**src/rtl/pattern_101_serial_tx_pkg.sv**
```systemverilog
// Shared types for the 101-pattern serialiser: frame FSM states, detector
// states and the default frame width.
package pat101_pkg;

  localparam int W_DEFAULT = 32;

  typedef enum logic [1:0] {
    ST_IDLE  = 2'd0,
    ST_SHIFT = 2'd1,
    ST_DONE  = 2'd2
  } frame_state_t;

  typedef enum logic [1:0] {
    DET_S0  = 2'd0,
    DET_S1  = 2'd1,
    DET_S10 = 2'd2
  } det_state_t;

endpackage

```
**src/rtl/pattern_101_serial_tx_if.sv**
```systemverilog
// Load/serial/count bundle of the 101-pattern serialiser; the block itself
// uses the slave side, a producer/consumer pair uses the master side.
interface pattern_101_serial_tx_if
  import pat101_pkg::*;
#(
  parameter int W = W_DEFAULT
);
  localparam int CW = $clog2(W);

  logic          load_valid;
  logic          load_ready;
  logic [W-1:0]  load_data;
  logic          overlap;
  logic          tx_bit;
  logic          tx_valid;
  logic          tx_ready;
  logic          tx_last;
  logic [CW-1:0] count;
  logic          count_valid;

  modport slave (
    input  load_valid, load_data, overlap, tx_ready,
    output load_ready, tx_bit, tx_valid, tx_last, count, count_valid
  );

  modport master (
    output load_valid, load_data, overlap, tx_ready,
    input  load_ready, tx_bit, tx_valid, tx_last, count, count_valid
  );

endinterface

```
**src/rtl/pattern_101_serial_tx_detector.sv**
```systemverilog
// Mealy 101 detector advancing only on transferred bits; clr forces S0 so
// patterns never span frames.
module seq_101_detector
  import pat101_pkg::*;
(
  input  logic       clk,
  input  logic       rst_n,
  input  logic       clr,
  input  logic       bit_en,
  input  logic       bit_in,
  input  logic       overlap,
  output logic       hit,
  output det_state_t state
);

  det_state_t state_reg, state_next;

  always_ff @(posedge clk or negedge rst_n) begin
    if (!rst_n) state_reg <= DET_S0;
    else        state_reg <= state_next;
  end

  always_comb begin
    state_next = state_reg;
    hit        = 1'b0;
    if (clr) begin
      state_next = DET_S0;
    end else if (bit_en) begin
      case (state_reg)
        DET_S0:  state_next = bit_in ? DET_S1 : DET_S0;
        DET_S1:  state_next = bit_in ? DET_S1 : DET_S10;
        DET_S10: begin
          if (bit_in) begin
            hit        = 1'b1;
            // Overlap keeps the trailing 1 as the start of the next pattern
            state_next = overlap ? DET_S1 : DET_S0;
          end else begin
            state_next = DET_S0;
          end
        end
        default: state_next = DET_S0;
      endcase
    end
  end

  assign state = state_reg;

endmodule

```
**src/rtl/pattern_101_serial_tx.sv**
```systemverilog
// Serialises a W-bit word MSB first over valid/ready; with PAT101_COUNT_EN
// defined it also reports the number of 101 patterns in each frame.
module pattern_101_serial_tx
  import pat101_pkg::*;
#(
  parameter int W = W_DEFAULT
) (
  input  logic                   clk,
  input  logic                   rst_n,
  pattern_101_serial_tx_if.slave bus
);

  localparam int CW = $clog2(W);

  frame_state_t  state_reg, state_next;
  logic [W-1:0]  shreg_reg;
  logic [CW-1:0] idx_reg;
  logic          accept;
  logic          xfer;
  logic          last;
  logic          load_ready_c, tx_valid_c, tx_bit_c, tx_last_c, done_c;

  assign last   = (idx_reg == CW'(W - 1));
  assign accept = bus.load_valid && load_ready_c;
  assign xfer   = tx_valid_c && bus.tx_ready;

  always_ff @(posedge clk or negedge rst_n) begin
    if (!rst_n) state_reg <= ST_IDLE;
    else        state_reg <= state_next;
  end

  always_comb begin
    state_next   = state_reg;
    load_ready_c = 1'b0;
    tx_valid_c   = 1'b0;
    tx_bit_c     = 1'b0;
    tx_last_c    = 1'b0;
    done_c       = 1'b0;
    case (state_reg)
      ST_IDLE: begin
        load_ready_c = 1'b1;
        if (bus.load_valid) state_next = ST_SHIFT;
      end
      ST_SHIFT: begin
        tx_valid_c = 1'b1;
        tx_bit_c   = shreg_reg[W-1];
        tx_last_c  = last;
        if (bus.tx_ready && last) state_next = ST_DONE;
      end
      ST_DONE: begin
        done_c     = 1'b1;
        state_next = ST_IDLE;
      end
      default: state_next = ST_IDLE;
    endcase
  end

  always_ff @(posedge clk or negedge rst_n) begin
    if (!rst_n) begin
      shreg_reg <= '0;
      idx_reg   <= '0;
    end else if (accept) begin
      shreg_reg <= bus.load_data;
      idx_reg   <= '0;
    end else if (xfer) begin
      shreg_reg <= {shreg_reg[W-2:0], 1'b0};
      idx_reg   <= idx_reg + CW'(1);
    end
  end

  assign bus.load_ready = load_ready_c;
  assign bus.tx_valid   = tx_valid_c;
  assign bus.tx_bit     = tx_bit_c;
  assign bus.tx_last    = tx_last_c;

`ifdef PAT101_COUNT_EN
  logic          mode_reg;
  logic [CW-1:0] count_reg;
  logic          hit;
  det_state_t    unused_det_state;

  always_ff @(posedge clk or negedge rst_n) begin
    if (!rst_n) begin
      mode_reg  <= 1'b0;
      count_reg <= '0;
    end else if (accept) begin
      mode_reg  <= bus.overlap;
      count_reg <= '0;
    end else if (hit) begin
      // Cannot wrap: at most W-2 patterns fit in a frame
      count_reg <= count_reg + CW'(1);
    end
  end

  seq_101_detector u_det (
    .clk     (clk),
    .rst_n   (rst_n),
    .clr     (accept),
    .bit_en  (xfer),
    .bit_in  (tx_bit_c),
    .overlap (mode_reg),
    .hit     (hit),
    .state   (unused_det_state)
  );

  assign bus.count       = count_reg;
  assign bus.count_valid = done_c;
`else
  logic unused_count_inputs;
  assign unused_count_inputs = bus.overlap ^ done_c;
  assign bus.count           = '0;
  assign bus.count_valid     = 1'b0;
`endif

endmodule
```
**src/flat_wrapper.sv**
```systemverilog
// flat-port wrapper written by rule: the top's interface ports become plain ports
module pattern_101_serial_tx_flat import pat101_pkg::*;
#(
  parameter int W = W_DEFAULT
)
  (clk, rst_n, bus_load_valid, bus_load_data, bus_overlap, bus_tx_ready, bus_load_ready, bus_tx_bit, bus_tx_valid, bus_tx_last, bus_count, bus_count_valid);
  pattern_101_serial_tx_if #(.W(W)) bus_i ();
  input  logic clk;
  input  logic rst_n;
  input wire logic [$bits(bus_i.load_valid)-1:0] bus_load_valid;
  input wire logic [$bits(bus_i.load_data)-1:0] bus_load_data;
  input wire logic [$bits(bus_i.overlap)-1:0] bus_overlap;
  input wire logic [$bits(bus_i.tx_ready)-1:0] bus_tx_ready;
  output wire logic [$bits(bus_i.load_ready)-1:0] bus_load_ready;
  output wire logic [$bits(bus_i.tx_bit)-1:0] bus_tx_bit;
  output wire logic [$bits(bus_i.tx_valid)-1:0] bus_tx_valid;
  output wire logic [$bits(bus_i.tx_last)-1:0] bus_tx_last;
  output wire logic [$bits(bus_i.count)-1:0] bus_count;
  output wire logic [$bits(bus_i.count_valid)-1:0] bus_count_valid;
  assign bus_i.load_valid = bus_load_valid;
  assign bus_i.load_data = bus_load_data;
  assign bus_i.overlap = bus_overlap;
  assign bus_i.tx_ready = bus_tx_ready;
  assign bus_load_ready = bus_i.load_ready;
  assign bus_tx_bit = bus_i.tx_bit;
  assign bus_tx_valid = bus_i.tx_valid;
  assign bus_tx_last = bus_i.tx_last;
  assign bus_count = bus_i.count;
  assign bus_count_valid = bus_i.count_valid;
  pattern_101_serial_tx #(.W(W)) u_core (.clk(clk), .rst_n(rst_n), .bus(bus_i));
endmodule
```
**config.mk**
```make
export PLATFORM = sky130hd
export DESIGN_NAME = pattern_101_serial_tx_flat
export DESIGN_NICKNAME = d
export VERILOG_FILES = /design/src/rtl/pattern_101_serial_tx_pkg.sv /design/src/rtl/pattern_101_serial_tx_if.sv /design/src/rtl/pattern_101_serial_tx_detector.sv /design/src/rtl/pattern_101_serial_tx.sv /design/src/flat_wrapper.sv
export SDC_FILE = /design/constraint.sdc
export NUM_CORES = 1
export LEC_CHECK = 0
export ABC_CLOCK_PERIOD_IN_PS = 1600
export BUFFER_PORTS_ARGS = -buffer_cell sky130_fd_sc_hd__buf_2
export CAP_MARGIN = 0
export CELL_PAD_IN_SITES_DETAIL_PLACEMENT = 1
export CELL_PAD_IN_SITES_GLOBAL_PLACEMENT = 2
export CORE_ASPECT_RATIO = 1.75
export CORE_MARGIN = 5
export CORE_UTILIZATION = 34
export CTS_BUF_LIST = sky130_fd_sc_hd__clkbuf_2 sky130_fd_sc_hd__clkbuf_4 sky130_fd_sc_hd__clkbuf_8
export DETAILED_ROUTE_END_ITERATION = 8
export PLACE_DENSITY = 0.84
export SLEW_MARGIN = 40
export SYNTH_ARGS = -nofsm -noshare
export SYNTH_HDL_FRONTEND = slang
export SYNTH_SLANG_ARGS = --single-unit
```
**constraint.sdc**
```tcl
create_clock -name clk -period 1.6 [get_ports clk]
set_input_delay 0.08 -clock clk [delete_from_list [all_inputs] [get_ports clk]]
set_output_delay 0.08 -clock clk [all_outputs]
set_load 0.03 [all_outputs]
```
==> flow_metrics.env <==
export IMPL_synth_seq_area_share=0.531
export IMPL_cts_buffers_inserted=5
export IMPL_hold_ws_ps=37.4
export IMPL_slew_violations=0
export IMPL_drive_above_1_share=0.350
export IMPL_die_h_um=107
export IMPL_drt_wl_total_um=4550
export IMPL_p_switching_mw=0.932
export IMPL_clk_pin_slew_ps=80
export IMPL_p_sw_frac=0.300
export IMPL_outcome="finished, final reports clean"
export IMPL_diodes=0
export IMPL_num_vias=1454
export IMPL_crit_fanout=2
export IMPL_reg2reg_from="u_core.state_reg[1]"
export IMPL_min_from="bus_load_data[20]"
export IMPL_drt_first_iter_violations=81
export IMPL_synth_simple_area_share=0.176
export IMPL_synthCells=169
export IMPL_final_antenna_net_count=0
export IMPL_cts_sinks=39
export IMPL_globalRouteTotalUtil=0.143
export IMPL_worstReg2RegEnd="u_core.idx_reg[4]"
export IMPL_synth_adder_area_share=0.0136
export IMPL_max_freq_mhz=644
export IMPL_clk_latency_ps=300
export IMPL_finalCriticalPeriod_ps=1550
export IMPL_dpl_hpwl_um=3190
export IMPL_synth_top_family_by_area="compound AO/OA/AOI/OAI gates"
export IMPL_power_density_nw_per_um2=1350
export IMPL_gp_congestion=0.670
export IMPL_p_int_mw=2.18
export IMPL_antenna_found_initial=0
export IMPL_fin_util=0.438
export IMPL_ys_ff_latch=39
export IMPL_final_cell_area_um2=2300
export IMPL_final_cells=275
export IMPL_p_leak_nw=1.13
export IMPL_clk_path_buf_depth=2
export IMPL_final_common_cell="dfrtp_1"
export IMPL_synth_area_leader_cell="dfrtp_1"
export IMPL_cp_required_ps=1520
export IMPL_drc=0
export IMPL_placed_cells=260
export IMPL_grt_pass1_vias=1621
export IMPL_maxCapViolCount=0
export IMPL_setup_viol=0
export IMPL_grt_max_degree=33
export IMPL_largest_reg_flops=32
export IMPL_core_um2=5260
export IMPL_skew_ps=10.5
export IMPL_syn_to_final_growth_pct=25.2
export IMPL_holdPathEnd="u_core.shreg_reg[20]"
export IMPL_drt_pass1_iterations=4
export IMPL_holdPathStages=3
export IMPL_clockRootBuffer="clkbuf_8"
export IMPL_wl_per_cell_um=16.5
export IMPL_ir_drop_mv=0.765
export IMPL_synth_compound_area_frac=0.205
export IMPL_io_buffers=39
export IMPL_gr_total_overflow=0
export IMPL_synth_xor_area_share=0
export IMPL_syn_cell_area_um2=1840
export IMPL_rr_worst_depth=5
export IMPL_synthMuxAreaShare=0.00544
export IMPL_synth_area_per_cell_um2=10.9
export IMPL_p_seq_frac=0.477
export IMPL_cp_startpoint="u_core.idx_reg[0]"
export IMPL_cts_tree="yes"
export IMPL_synthTopCellsByArea="dfrtp_1, a22o_1, a21o_1"
export IMPL_finalSetupTns_ps=0
export IMPL_final_nets=258
export IMPL_p_comb_frac=0.250
export IMPL_ys_types=30
export IMPL_grt_pass1_wl_um=7650
export IMPL_via_per_inst=5.29
export IMPL_h_tree_depth=2
export IMPL_critPathArrivalTime_ps=1470
export IMPL_fin_crit_sh=0.970
export IMPL_hold_class="in2reg"
export IMPL_yosysTopAreaCellShare=0.531
export IMPL_clock_power_share=0.273
export IMPL_path_class="reg2out"
export IMPL_mostFrequentLayoutCells="dfrtp_1, buf_2, nor2_1, a22o_1, o22ai_1"
export IMPL_hold_viol_final=0
export IMPL_rrSetupSlack_ps=130
export IMPL_yosysWarningCount=0
export IMPL_chipWidth_um=65.6
export IMPL_dieArea_um2=7040
export IMPL_placed_area_um2=2100
export IMPL_start_util=0.350
export IMPL_cp_start_kind="flip-flop"
export IMPL_pin_count=47
export IMPL_row_count=35
export IMPL_crit_path_end_kind="output pin"
[repair_timing]
item / in CTS / in global routing
setup buffers: 3 / 2
setup endpoints to repair: 1 / 1
gates resized for setup: 4 / 3
pin swaps: 1 / 1
hold buffers: 2 / 0
hold endpoints to repair: 21 / 0
[logic make-up after synthesis]
logic type / count (synthesis)
buffers and inverters: 19
flip-flops: 39
AND/OR/NAND/NOR: 54
other: 1
multiplexers: 1
AO/OA/AOI/OAI: 53
adder cells (fa/ha/maj): 2
[synthesized netlist by cell type]
cell,n
dfrtp_1,39
nor2_1,19
a22o_1,16
o22ai_1,15
a21o_1,13
nor3_2,9
a21oi_1,7
buf_4,7
nand2_1,7
nor3_1,6
buf_2,4
clkbuf_1,4
and2_1,3
buf_6,3
ha_1,2
and2b_1,1
and3_1,1
and3b_1,1
conb_1,1
inv_1,1
mux2i_1,1
nand3_1,1
nand3b_1,1
nand4_1,1
nor2_4,1
nor3b_4,1
o21ai_0,1
o21ai_1,1
or3_1,1
or3b_1,1
[power by group through the flow]
stage,clock network [mW],registers (mW),logic (mW)
6_report,0.849,1.48,0.776
2_1_floorplan,0,1.45,0.540
5_1_grt,0.919,1.52,0.875
4_1_cts,0.875,1.48,0.758
3_5_place_dp,0,1.50,0.711
3_3_place_gp,0,1.49,0.680
[through the flow]
step	total power, mW	worst slack, ps
6_report	3.11	48.2
5_1_grt	3.32	-0.260
4_1_cts	3.11	3.47
3_5_place_dp	2.21	135
3_3_place_gp	2.17	172
2_1_floorplan	1.99	255
[worst max-delay path by stage]
stage / end / slack, ps
floorplan: u_core.shreg_reg[10] / 260
global placement: u_core.shreg_reg[0] / 170
detailed placement: u_core.shreg_reg[10] / 130
CTS: bus_tx_last / 3
global route: bus_tx_last / -0.3
finish: bus_tx_last / 50
[critical path, cell delays in order, from the launching register on]
cell,delay (ps)
dfrtp_1,390
ha_2,200
and3_4,180
ha_4,150
and2_4,130
buf_6,130
[area by class of cell]
type	count	area [um2]
clock buffers	5	68.8
clock inverters	3	47.5
fillers	600	2950
inverters	1	3.75
multi-input cells	116	779
flip-flops and latches	39	976
well taps	55	68.8
repair buffers	56	359
[routing by layer]
layer | track usage | vias up | part of all wire
li1 | - | 699 | -
met1 | 0.163 | 719 | 0.41
met2 | 0.247 | 32 | 0.53
met3 | 0.0313 | 4 | 0.043
met4 | 0.0668 | 0 | 0.020
met5 | 0 | - | 0
Note: power is estimated with default switching activity, not from simulation.
